**config.mk**
```make
export PLATFORM = sky130hd
export DESIGN_NAME = transpose_tile_buffer_flat
export DESIGN_NICKNAME = d
export VERILOG_FILES = /design/src/rtl/transpose_pkg.sv /design/src/rtl/transpose_tile_buffer_if.sv /design/src/rtl/transpose_bank.sv /design/src/rtl/transpose_tile_buffer.sv /design/src/flat_wrapper.sv
export SDC_FILE = /design/constraint.sdc
export NUM_CORES = 1
export LEC_CHECK = 0
export BUFFER_PORTS_ARGS = -buffer_cell sky130_fd_sc_hd__buf_2
export CORE_UTILIZATION = 62
export CTS_CLUSTER_DIAMETER = 60
export DETAILED_ROUTE_END_ITERATION = 16
export PLACE_DENSITY = 0.81
export RECOVER_POWER = 100
export SYNTH_ARGS = -nofsm -noshare
export SYNTH_HDL_FRONTEND = slang
export SYNTH_SLANG_ARGS = --single-unit
```
**constraint.sdc**
```tcl
create_clock -name clk -period 2.7 [get_ports clk]
set_clock_uncertainty 0.15 [all_clocks]
set_input_delay 0.54 -clock clk [delete_from_list [all_inputs] [get_ports clk]]
set_output_delay 0.54 -clock clk [all_outputs]
set_load 0.03 [all_outputs]
```
**src/rtl/transpose_pkg.sv**
```systemverilog
// Shared types for the tile transpose datapath.
// Latency: none, types and constants only.
// Backpressure: not applicable.
package transpose_pkg;

  // Life cycle of one ping-pong bank.
  typedef enum logic [1:0] {
    EMPTY    = 2'd0,
    FILLING  = 2'd1,
    FULL     = 2'd2,
    DRAINING = 2'd3
  } bank_state_t;

  // Per-tile output ordering, captured with row 0.
  localparam logic MODE_PASS      = 1'b0;
  localparam logic MODE_TRANSPOSE = 1'b1;

endpackage

```
**src/rtl/transpose_tile_buffer_if.sv**
```systemverilog
// Row-in / beat-out streaming bus of the tile transposer.
// Latency: none, wires only.
// Backpressure: in_ready and out_ready follow valid/ready semantics.
interface transpose_tile_buffer_if #(
  parameter int WIDTH = 8,
  parameter int LANES = 4
);
  logic                        ctrl;
  logic                        in_valid;
  logic                        in_ready;
  logic [0:LANES-1][WIDTH-1:0] in_elements;
  logic                        out_valid;
  logic                        out_ready;
  logic [0:LANES-1][WIDTH-1:0] out_elements;
  logic                        out_last;

  // Producer/consumer side that drives rows and accepts beats.
  modport master (
    output ctrl, in_valid, in_elements, out_ready,
    input  in_ready, out_valid, out_elements, out_last
  );

  // Transposer side.
  modport slave (
    input  ctrl, in_valid, in_elements, out_ready,
    output in_ready, out_valid, out_elements, out_last
  );
endinterface

```
**src/rtl/transpose_bank.sv**
```systemverilog
// One tile bank: row-wide write port, row or column read mux, state and mode.
// Latency: write lands on the clock edge; read data is combinational from storage.
// Backpressure: none here, the caller only strobes wr_en/rd_en on real handshakes.
module transpose_bank
  import transpose_pkg::*;
#(
  parameter  int WIDTH = 8,
  parameter  int LANES = 4,
  localparam int CW    = $clog2(LANES)
) (
  input  logic                        clk,
  input  logic                        rst,
  input  logic                        wr_en,
  input  logic [CW-1:0]               wr_row,
  input  logic [0:LANES-1][WIDTH-1:0] wr_data,
  input  logic                        wr_mode,
  input  logic                        rd_en,
  input  logic [CW-1:0]               rd_idx,
  output bank_state_t                 state,
  output logic [0:LANES-1][WIDTH-1:0] rd_data
);

  localparam logic [CW-1:0] LAST = CW'(LANES - 1);

  // Storage indexed [row][column].
  logic [0:LANES-1][0:LANES-1][WIDTH-1:0] mem;
  logic                                   mode;

  // Row write; cleared on reset so an idle output bus reads as zero.
  always_ff @(posedge clk or negedge rst) begin
    if (!rst) begin
      mem <= '0;
    end else if (wr_en) begin
      mem[wr_row] <= wr_data;
    end
  end

  // Bank life cycle; a bank is never written and read in the same cycle.
  always_ff @(posedge clk or negedge rst) begin
    if (!rst) begin
      state <= EMPTY;
      mode  <= MODE_PASS;
    end else if (wr_en) begin
      if (wr_row == '0) begin
        state <= FILLING;
        mode  <= wr_mode;
      end
      if (wr_row == LAST) begin
        state <= FULL;
      end
    end else if (rd_en) begin
      state <= (rd_idx == LAST) ? EMPTY : DRAINING;
    end
  end

  // Column rd_idx in transpose mode, row rd_idx in pass mode.
  for (genvar i = 0; i < LANES; i++) begin : g_lane
    assign rd_data[i] = (mode == MODE_TRANSPOSE) ? mem[i][rd_idx] : mem[rd_idx][i];
  end

endmodule

```
**src/rtl/transpose_tile_buffer.sv**
```systemverilog
// Ping-pong LANESxLANES tile transposer: rows in, columns (or rows) out.
// Latency: first output beat valid the cycle after the last row is accepted.
// Backpressure: in_ready low while the write bank is full; out_ready low holds the beat.
module transpose_tile_buffer
  import transpose_pkg::*;
#(
  parameter  int WIDTH = 8,
  parameter  int LANES = 4,
  localparam int CW    = $clog2(LANES)
) (
  input  logic                  clk,
  input  logic                  rst,
  transpose_tile_buffer_if.slave bus
);

  localparam logic [CW-1:0] LAST = CW'(LANES - 1);

  logic          wp;
  logic          rp;
  logic [CW-1:0] wr;
  logic [CW-1:0] rd;

  bank_state_t                 st   [2];
  logic [0:LANES-1][WIDTH-1:0] rdat [2];

  logic in_ready_w;
  logic out_valid_w;
  logic in_hs;
  logic out_hs;

  assign in_ready_w  = rst && (st[wp] == EMPTY || st[wp] == FILLING);
  assign out_valid_w = (st[rp] == FULL) || (st[rp] == DRAINING);
  assign in_hs       = bus.in_valid && in_ready_w;
  assign out_hs      = out_valid_w && bus.out_ready;

  assign bus.in_ready     = in_ready_w;
  assign bus.out_valid    = out_valid_w;
  assign bus.out_last     = out_valid_w && (rd == LAST);
  assign bus.out_elements = rdat[rp];

  for (genvar g = 0; g < 2; g++) begin : g_bank
    transpose_bank #(
      .WIDTH (WIDTH),
      .LANES (LANES)
    ) u_bank (
      .clk     (clk),
      .rst     (rst),
      .wr_en   (in_hs && (wp == 1'(g))),
      .wr_row  (wr),
      .wr_data (bus.in_elements),
      .wr_mode (bus.ctrl),
      .rd_en   (out_hs && (rp == 1'(g))),
      .rd_idx  (rd),
      .state   (st[g]),
      .rd_data (rdat[g])
    );
  end

  // Write side: advance row, hand the bank over after the last row.
  always_ff @(posedge clk or negedge rst) begin
    if (!rst) begin
      wr <= '0;
      wp <= 1'b0;
    end else if (in_hs) begin
      if (wr == LAST) begin
        wr <= '0;
        wp <= ~wp;
      end else begin
        wr <= wr + 1'b1;
      end
    end
  end

  // Read side: advance beat, move to the other bank after the last beat.
  always_ff @(posedge clk or negedge rst) begin
    if (!rst) begin
      rd <= '0;
      rp <= 1'b0;
    end else if (out_hs) begin
      if (rd == LAST) begin
        rd <= '0;
        rp <= ~rp;
      end else begin
        rd <= rd + 1'b1;
      end
    end
  end

endmodule

```
**src/flat_wrapper.sv**
```systemverilog
// flat-port wrapper written by rule: the top's interface ports become plain ports
module transpose_tile_buffer_flat import transpose_pkg::*;
#(
  parameter  int WIDTH = 8,
  parameter  int LANES = 4,
  localparam int CW    = $clog2(LANES)
)
  (clk, rst, bus_ctrl, bus_in_valid, bus_in_elements, bus_out_ready, bus_in_ready, bus_out_valid, bus_out_elements, bus_out_last);
  transpose_tile_buffer_if #(.WIDTH(WIDTH), .LANES(LANES)) bus_i ();
  input  logic clk;
  input  logic rst;
  input wire logic [$bits(bus_i.ctrl)-1:0] bus_ctrl;
  input wire logic [$bits(bus_i.in_valid)-1:0] bus_in_valid;
  input wire logic [$bits(bus_i.in_elements)-1:0] bus_in_elements;
  input wire logic [$bits(bus_i.out_ready)-1:0] bus_out_ready;
  output wire logic [$bits(bus_i.in_ready)-1:0] bus_in_ready;
  output wire logic [$bits(bus_i.out_valid)-1:0] bus_out_valid;
  output wire logic [$bits(bus_i.out_elements)-1:0] bus_out_elements;
  output wire logic [$bits(bus_i.out_last)-1:0] bus_out_last;
  assign bus_i.ctrl = bus_ctrl;
  assign bus_i.in_valid = bus_in_valid;
  assign bus_i.in_elements = bus_in_elements;
  assign bus_i.out_ready = bus_out_ready;
  assign bus_in_ready = bus_i.in_ready;
  assign bus_out_valid = bus_i.out_valid;
  assign bus_out_elements = bus_i.out_elements;
  assign bus_out_last = bus_i.out_last;
  transpose_tile_buffer #(.WIDTH(WIDTH), .LANES(LANES)) u_core (.clk(clk), .rst(rst), .bus(bus_i));
endmodule
```
# After elaboration in Yosys (flattened, before gate mapping)
# Cells that the tools add are included.
# op_classes
n_addsub	2
multipliers	0
div	0
n_lt_le_gt_ge	5
eq_ne	7
shift	0
mux	60
bitwise_logic	6
reduce_logical	21
# op_table
cell	count
bitwise mux 128 bit	2
2-to-1 mux 32 bit	8
2-to-1 mux 8 bit	24
binary-select mux 32 bit (select 2 bit)	2
binary-select mux 8 bit (select 2 bit)	8
demux 32 bit (select 2 bit)	1
2-to-1 mux 2 bit	15
AND reduction 2 bit	6
logical AND 1 bit	9
== test 2 bit, second input constant	4
greater-or-equal comparator 3 bit, second input constant	2
!= test 3 x 1 -> 1 bit, second input constant	2
inverter 2 -> 3 bit	2
adder 2 x 1 -> 2 bit, second input constant	2
greater-or-equal comparator 2 bit, second input constant	2
zero test 2 bit	2
inverter 1 -> 2 bit	2
nonzero test 2 bit	2
less-than comparator 3 x 1 -> 1 bit, second input constant	1
== test 2 x 1 -> 1 bit, second input constant	1
logical OR 1 bit	2
inverter 1 bit	2
# word_totals
reg_bits	268
latch_bits	0
ramBits	0
rom_bits	0
inputBits	37
wordCells	141
memories	0

# Depth between registers and ports, before layout
# depth
depth_word	11
ltp_mapped	8
mapped_depth_nobuf	5

# Hierarchy
# From an unflattened synthesis, not the netlist that was laid out.
# hier_totals
hier_cells	1100
hier_area_um2	14815.5
# modules_own_cells
module	n_inst	cells_each	area_per_inst_um2
transpose_bank at u_core.g_bank[1].u_bank	1	517	7049.3
transpose_bank at u_core.g_bank[0].u_bank	1	517	7023.0
transpose_tile_buffer	1	66	743.2

# Worst setup path before layout
# No wires, ideal clock.
# synth_timing
kind	reg2out
start	reg u_core.rd[0]
end	out bus_out_elements[10]
arrival_time_ns	1.822
slack_ns	0.188
stages_incl_launch_ff	8
n_path_buf	5
path_cell_list	dfrtp_1 > buf_6 > buf_6 > buf_4 > buf_4 > buf_4 > o21ai_0 > o221ai_1
# synth_via
elab_chain_len	8
# synth_rtl
element	line_no	source
start, declared	transpose_tile_buffer.sv:21	logic [CW-1:0] rd;
start signal, assigned	transpose_tile_buffer.sv:84	rd <= rd + 1'b1;
inverter 2 -> 3 bit (not written as such) *	transpose_bank.sv:58	assign rd_data[i] = (mode == MODE_TRANSPOSE) ? mem[i][rd_idx] : mem[rd_idx][i];
binary-select mux 32 bit (select 2 bit) / binary-select mux 8 bit (select 2 bit) (equally long branches)	transpose_bank.sv:58	
2-to-1 mux 32 bit / 2-to-1 mux 8 bit (equally long branches) (2 in series)	n/a	
2-to-1 mux 8 bit	transpose_bank.sv:58	
2-to-1 mux 32 bit (not written as such) * (3 in series)	transpose_tile_buffer.sv:39	assign bus.out_elements = rdat[rp];
end, declared	flat_wrapper.sv:18	output wire logic [$bits(bus_i.out_elements)-1:0] bus_out_elements;
# Every way passes the cells marked *; elsewhere a longest branch is shown, timed or not. The select of a mux whose other input is x is not followed.

# Worst setup path in the final report
# layout_timing
start	reg u_core.rd[0]
end	out bus_out_elements[5]
# layout_via
elab_chain_len	8
# layout_rtl
element	line_no
inverter 2 -> 3 bit (not written as such) *	transpose_bank.sv:58
binary-select mux 32 bit (select 2 bit) / binary-select mux 8 bit (select 2 bit) (equally long branches)	transpose_bank.sv:58
2-to-1 mux 32 bit (not written as such) / 2-to-1 mux 8 bit (equally long branches)	transpose_bank.sv:58
2-to-1 mux 32 bit (not written as such) / 2-to-1 mux 8 bit (equally long branches)	n/a
2-to-1 mux 8 bit	transpose_bank.sv:58
2-to-1 mux 32 bit (not written as such) * (3 in series)	transpose_tile_buffer.sv:39
# Marked as above.

==> impl_metrics.ini <==
[sta]
finalMaxSlewViolations = 0
relSlewSlack_pct = 0.06937
grt_setup_unrepaired = yes
worst_hold_slack_ps = 120.6
hold_viol = 0
setup_viol = 32
post-route-min-period_ps = 3223
max_freq_ghz = 0.3103
setup_tns_ps = -12810
post-route-period-util_pct = 119.4
worst_pin_slew_ps = 1499
layout_setup_ws_ps = -522.8

[floorplanning]
core-area_mm2 = 0.02122
initial_utilization_pct = 63.90
ios = 72
die_width_um = 149.9
rows = 53
die-area_mm2 = 0.02247
fp.dieH_um = 149.9

[synth]
synth-seq-cells = 266
synthSimpleGateAreaFrac_pct = 3.451
yosys.area_share.xor_xnor_pct = 0
synth_compound_area_share_pct = 6.413
synth_cells = 978
ys_top_cells_by_area = dfrtp_1, mux2_2, mux4_2
synthDistinctLibCells = 37
synth_fa_ha_area_share_pct = 0.4613
syn_nets = 1020
synth_area_per_cell_um2 = 13.87
ys_warn_count = 0
synth_top_area_share_pct = 49.09
yosysSeqAreaShare_pct = 49.09
synth_area_leader_cell = dfrtp_1
syn_area_mm2 = 0.01356
synth_top_family_by_area = multiplexers
muxShareOfSynthArea_pct = 37.41

[pwr]
power_density_mw_per_mm2 = 1474
peakVddDrop_v = 0.0007153
p_leak_nw = 7.456

[detailed_routing]
via_count = 9793
drt_pass1_iterations = 5
wire_per_inst_um = 28.23
drc = 0
vias_per_cell = 6.990
ant_nets = 0
totalWireLength_mm = 39.55
drtIter0Drc = 938

[placement]
place_congestion = 0.8669
dpl.cell_count = 1300
hpwl_mm = 20.94
io_buffers = 71
dpl_worst_slack_ps = 39.33

[global_routing]
grt_max_degree = 187
grt_usage_pct = 35.07
grt_first_pass_wirelength_mm = 58.58
grt_antenna_before_repair = 0
grt-ovfl-total = 0
first_global_vias = 10110

[cts]
clockRootBuffer = clkbuf_16
h-tree-depth = 1
cts_made_buffers = 29
cts_tree = yes
clk_pin_slew_ps = 60
cts.path.max_buffers = 3
clock_sinks = 266
clock_latency_ps = 540

[critical_path]
worst-setup-path-type = reg -> out
critPathMaxFanout = 8
r2r_start = u_core.wp$_DFFE_PN0P_
required_ps = 2010
rrSetupSlack_ps = 500
r2r_end = u_core.g_bank[1].u_bank.mem[21]$_DFFE_PN0P_
reg2reg_depth = 5
end_kind = output port
crit_arrival_ps = 2530
cp-start-kind = flop

[layout]
fin_cells = 1401
n_fill_cell = 1146
drive_gt1_share_pct = 52.40
nets = 1146
antennaDiodeCount = 0
areaGrowthSynthToFinish_pct = 22.76

[worst_hold_path]
min_path_cells = 2
min_from = bus_ctrl
worstHoldPathType = in -> reg
holdPathEnd = u_core.g_bank[1].u_bank.mode$_DFFE_PN0P_

[outcome]
violations = max-capacitance violations, negative setup slack
outcome = finished with violations

[flow_run]
cap_violations = 1
==> layout by cell type (no fill, tap or decap), types with 2 or more instances in the layout <==
| cell type | netlist | layout |
|---|---|---|
| a21oi_1 | 2 | 2 |
| a221o_1 | 8 | 8 |
| a22o_1 | 9 | 8 |
| a22oi_1 | 31 | 7 |
| a22oi_2 | 0 | 24 |
| and2_1 | 3 | 3 |
| buf_12 | 1 | 26 |
| buf_16 | 0 | 2 |
| buf_2 | 41 | 37 |
| buf_4 | 10 | 46 |
| buf_6 | 5 | 41 |
| buf_8 | 0 | 11 |
| bufbuf_16 | 0 | 2 |
| bufinv_16 | 0 | 5 |
| clkbuf_1 | 16 | 7 |
| clkbuf_16 | 0 | 30 |
| clkbuf_8 | 0 | 8 |
| clkinv_4 | 0 | 3 |
| dfrtp_1 | 266 | 262 |
| dfrtp_4 | 0 | 3 |
| ha_1 | 5 | 4 |
| inv_1 | 2 | 2 |
| mux2_1 | 9 | 9 |
| mux2_2 | 251 | 251 |
| mux2i_1 | 68 | 65 |
| mux2i_2 | 0 | 2 |
| mux4_2 | 58 | 63 |
| nand2_1 | 87 | 78 |
| nand2_2 | 0 | 9 |
| nand3_1 | 8 | 3 |
| nand3_2 | 0 | 5 |
| nor2_1 | 4 | 3 |
| nor2b_2 | 0 | 2 |
| o211ai_1 | 15 | 15 |
| o21ai_0 | 51 | 45 |
| o21ai_1 | 0 | 4 |
| o21ai_2 | 0 | 2 |
| o221ai_2 | 0 | 5 |
==> worst max path at each step <==
stage / startpoint / endpoint / slack, ps / cells past startpoint
floorplan: u_core.rd[0]$_DFFE_PN0N_ / bus_out_elements[10] / 190 / 7
global placement: u_core.rd[0]$_DFFE_PN0N_ / bus_out_elements[4] / 60 / 5
detailed placement: u_core.rd[0]$_DFFE_PN0N_ / bus_out_elements[4] / 40 / 5
CTS: u_core.rd[0]$_DFFE_PN0N_ / bus_out_elements[1] / -500 / 6
global route: u_core.rd[0]$_DFFE_PN0N_ / bus_out_elements[24] / -560 / 7
finish: u_core.rd[0]$_DFFE_PN0N_ / bus_out_elements[5] / -520 / 5
==> registers in the layout, indices dropped and copies added (netlist names) <==
signal                      cells
u_core.g_bank.u_bank.mem      256
u_core.g_bank.u_bank.mode       2
u_core.g_bank.u_bank.state      2
u_core.rd                       2
u_core.rp                       1
u_core.wp                       1
u_core.wr                       2
==> metrics by stage <==
step           area (µm²)  power, mW  utilization (%)
4_1_cts             16410      23.47            77.31
6_report            16650      24.53            78.45
2_1_floorplan       13560      14.04                -
5_1_grt             16650      25.41            78.45
3_5_place_dp        14460      16.93            68.14
3_3_place_gp        14460      16.62            68.14
==> what timing repair did <==
| item | in CTS | in global routing |
|---|---|---|
| pin swaps | 34 | 20 |
| hold buffers | 1 | 0 |
| cloned | 7 | 1 |
| resized for setup | 129 | 45 |
| endpoints found under the setup margin | 33 | 33 |
| buffers inserted | 22 | 23 |
| endpoints found under the hold margin | 17 | 0 |
==> cells in the mapped netlist <==
| master | n |
|---|---|
| and2_1 | 3 |
| mux4_2 | 58 |
| a21o_1 | 1 |
| mux2_1 | 9 |
| a21oi_1 | 2 |
| nand2b_1 | 1 |
| buf_1 | 2 |
| mux2_2 | 251 |
| buf_4 | 10 |
| nand2_1 | 87 |
| o21a_1 | 1 |
| a31o_2 | 1 |
| a221o_1 | 8 |
| o21ai_0 | 51 |
| inv_1 | 2 |
| o211ai_1 | 15 |
| mux2i_1 | 68 |
| buf_12 | 1 |
| a31oi_1 | 1 |
| and4b_1 | 1 |
| nor2_1 | 4 |
| nand3_4 | 1 |
| mux4_1 | 6 |
| nor2b_1 | 2 |
| a22oi_1 | 31 |
| nand3_1 | 8 |
| a41oi_1 | 1 |
| a22o_1 | 9 |
| buf_2 | 41 |
| buf_6 | 5 |
| o221ai_1 | 7 |
| nor3_1 | 1 |
| dfrtp_1 | 266 |
| nor3_2 | 1 |
| and3_1 | 1 |
| clkbuf_1 | 16 |
| ha_1 | 5 |
==> report_power, final <==
group          switching [mW]  total, mW  internal, mW  leakage (nW)
Sequential               1.71       7.52          5.81          3.34
Clock                    1.66       4.34          2.68         0.515
Combinational            6.07       12.7          6.61          3.60
==> metal layers <==
layer / part of all wire [%] / GRT usage [%] / routed length, µm
met4: 6.1 / 20.40 / 2400
met5: 0 / 0 / 0
met2: 50 / 58.08 / 19690
met3: 7.0 / 5.915 / 2775
met1: 37 / 43.61 / 14690
==> worst max-delay path, stage by stage, from the launching register on <==
cell and delay [ps]:
dfrtp_4 550, buf_12 180, mux4_2 540, a22o_4 260
a221o_1 300, buf_6 160
==> kinds of logic (layout without fill, tap and decap cells) <==
group / after synthesis / count (layout)
fa+ha+maj: 5 / 5
mux: 392 / 392
flops: 266 / 266
simple gates: 110 / 110
compound gates: 128 / 128
buf+inv: 77 / 225
==> layout make-up <==
cell class / count / area (µm²) / share of cell area, %
Multi-Input combinational cell: 635 / 6726 / 40.41
Sequential cell: 266 / 6669 / 40.06
Timing Repair Buffer: 170 / 1849 / 11.11
Clock buffer: 43 / 858.3 / 5.156
Tap cell: 275 / 344.1 / 2.067
Clock inverter: 10 / 192.7 / 1.157
Inverter: 2 / 7.507 / 0.04510
Note: power is estimated with default switching activity, not from simulation.
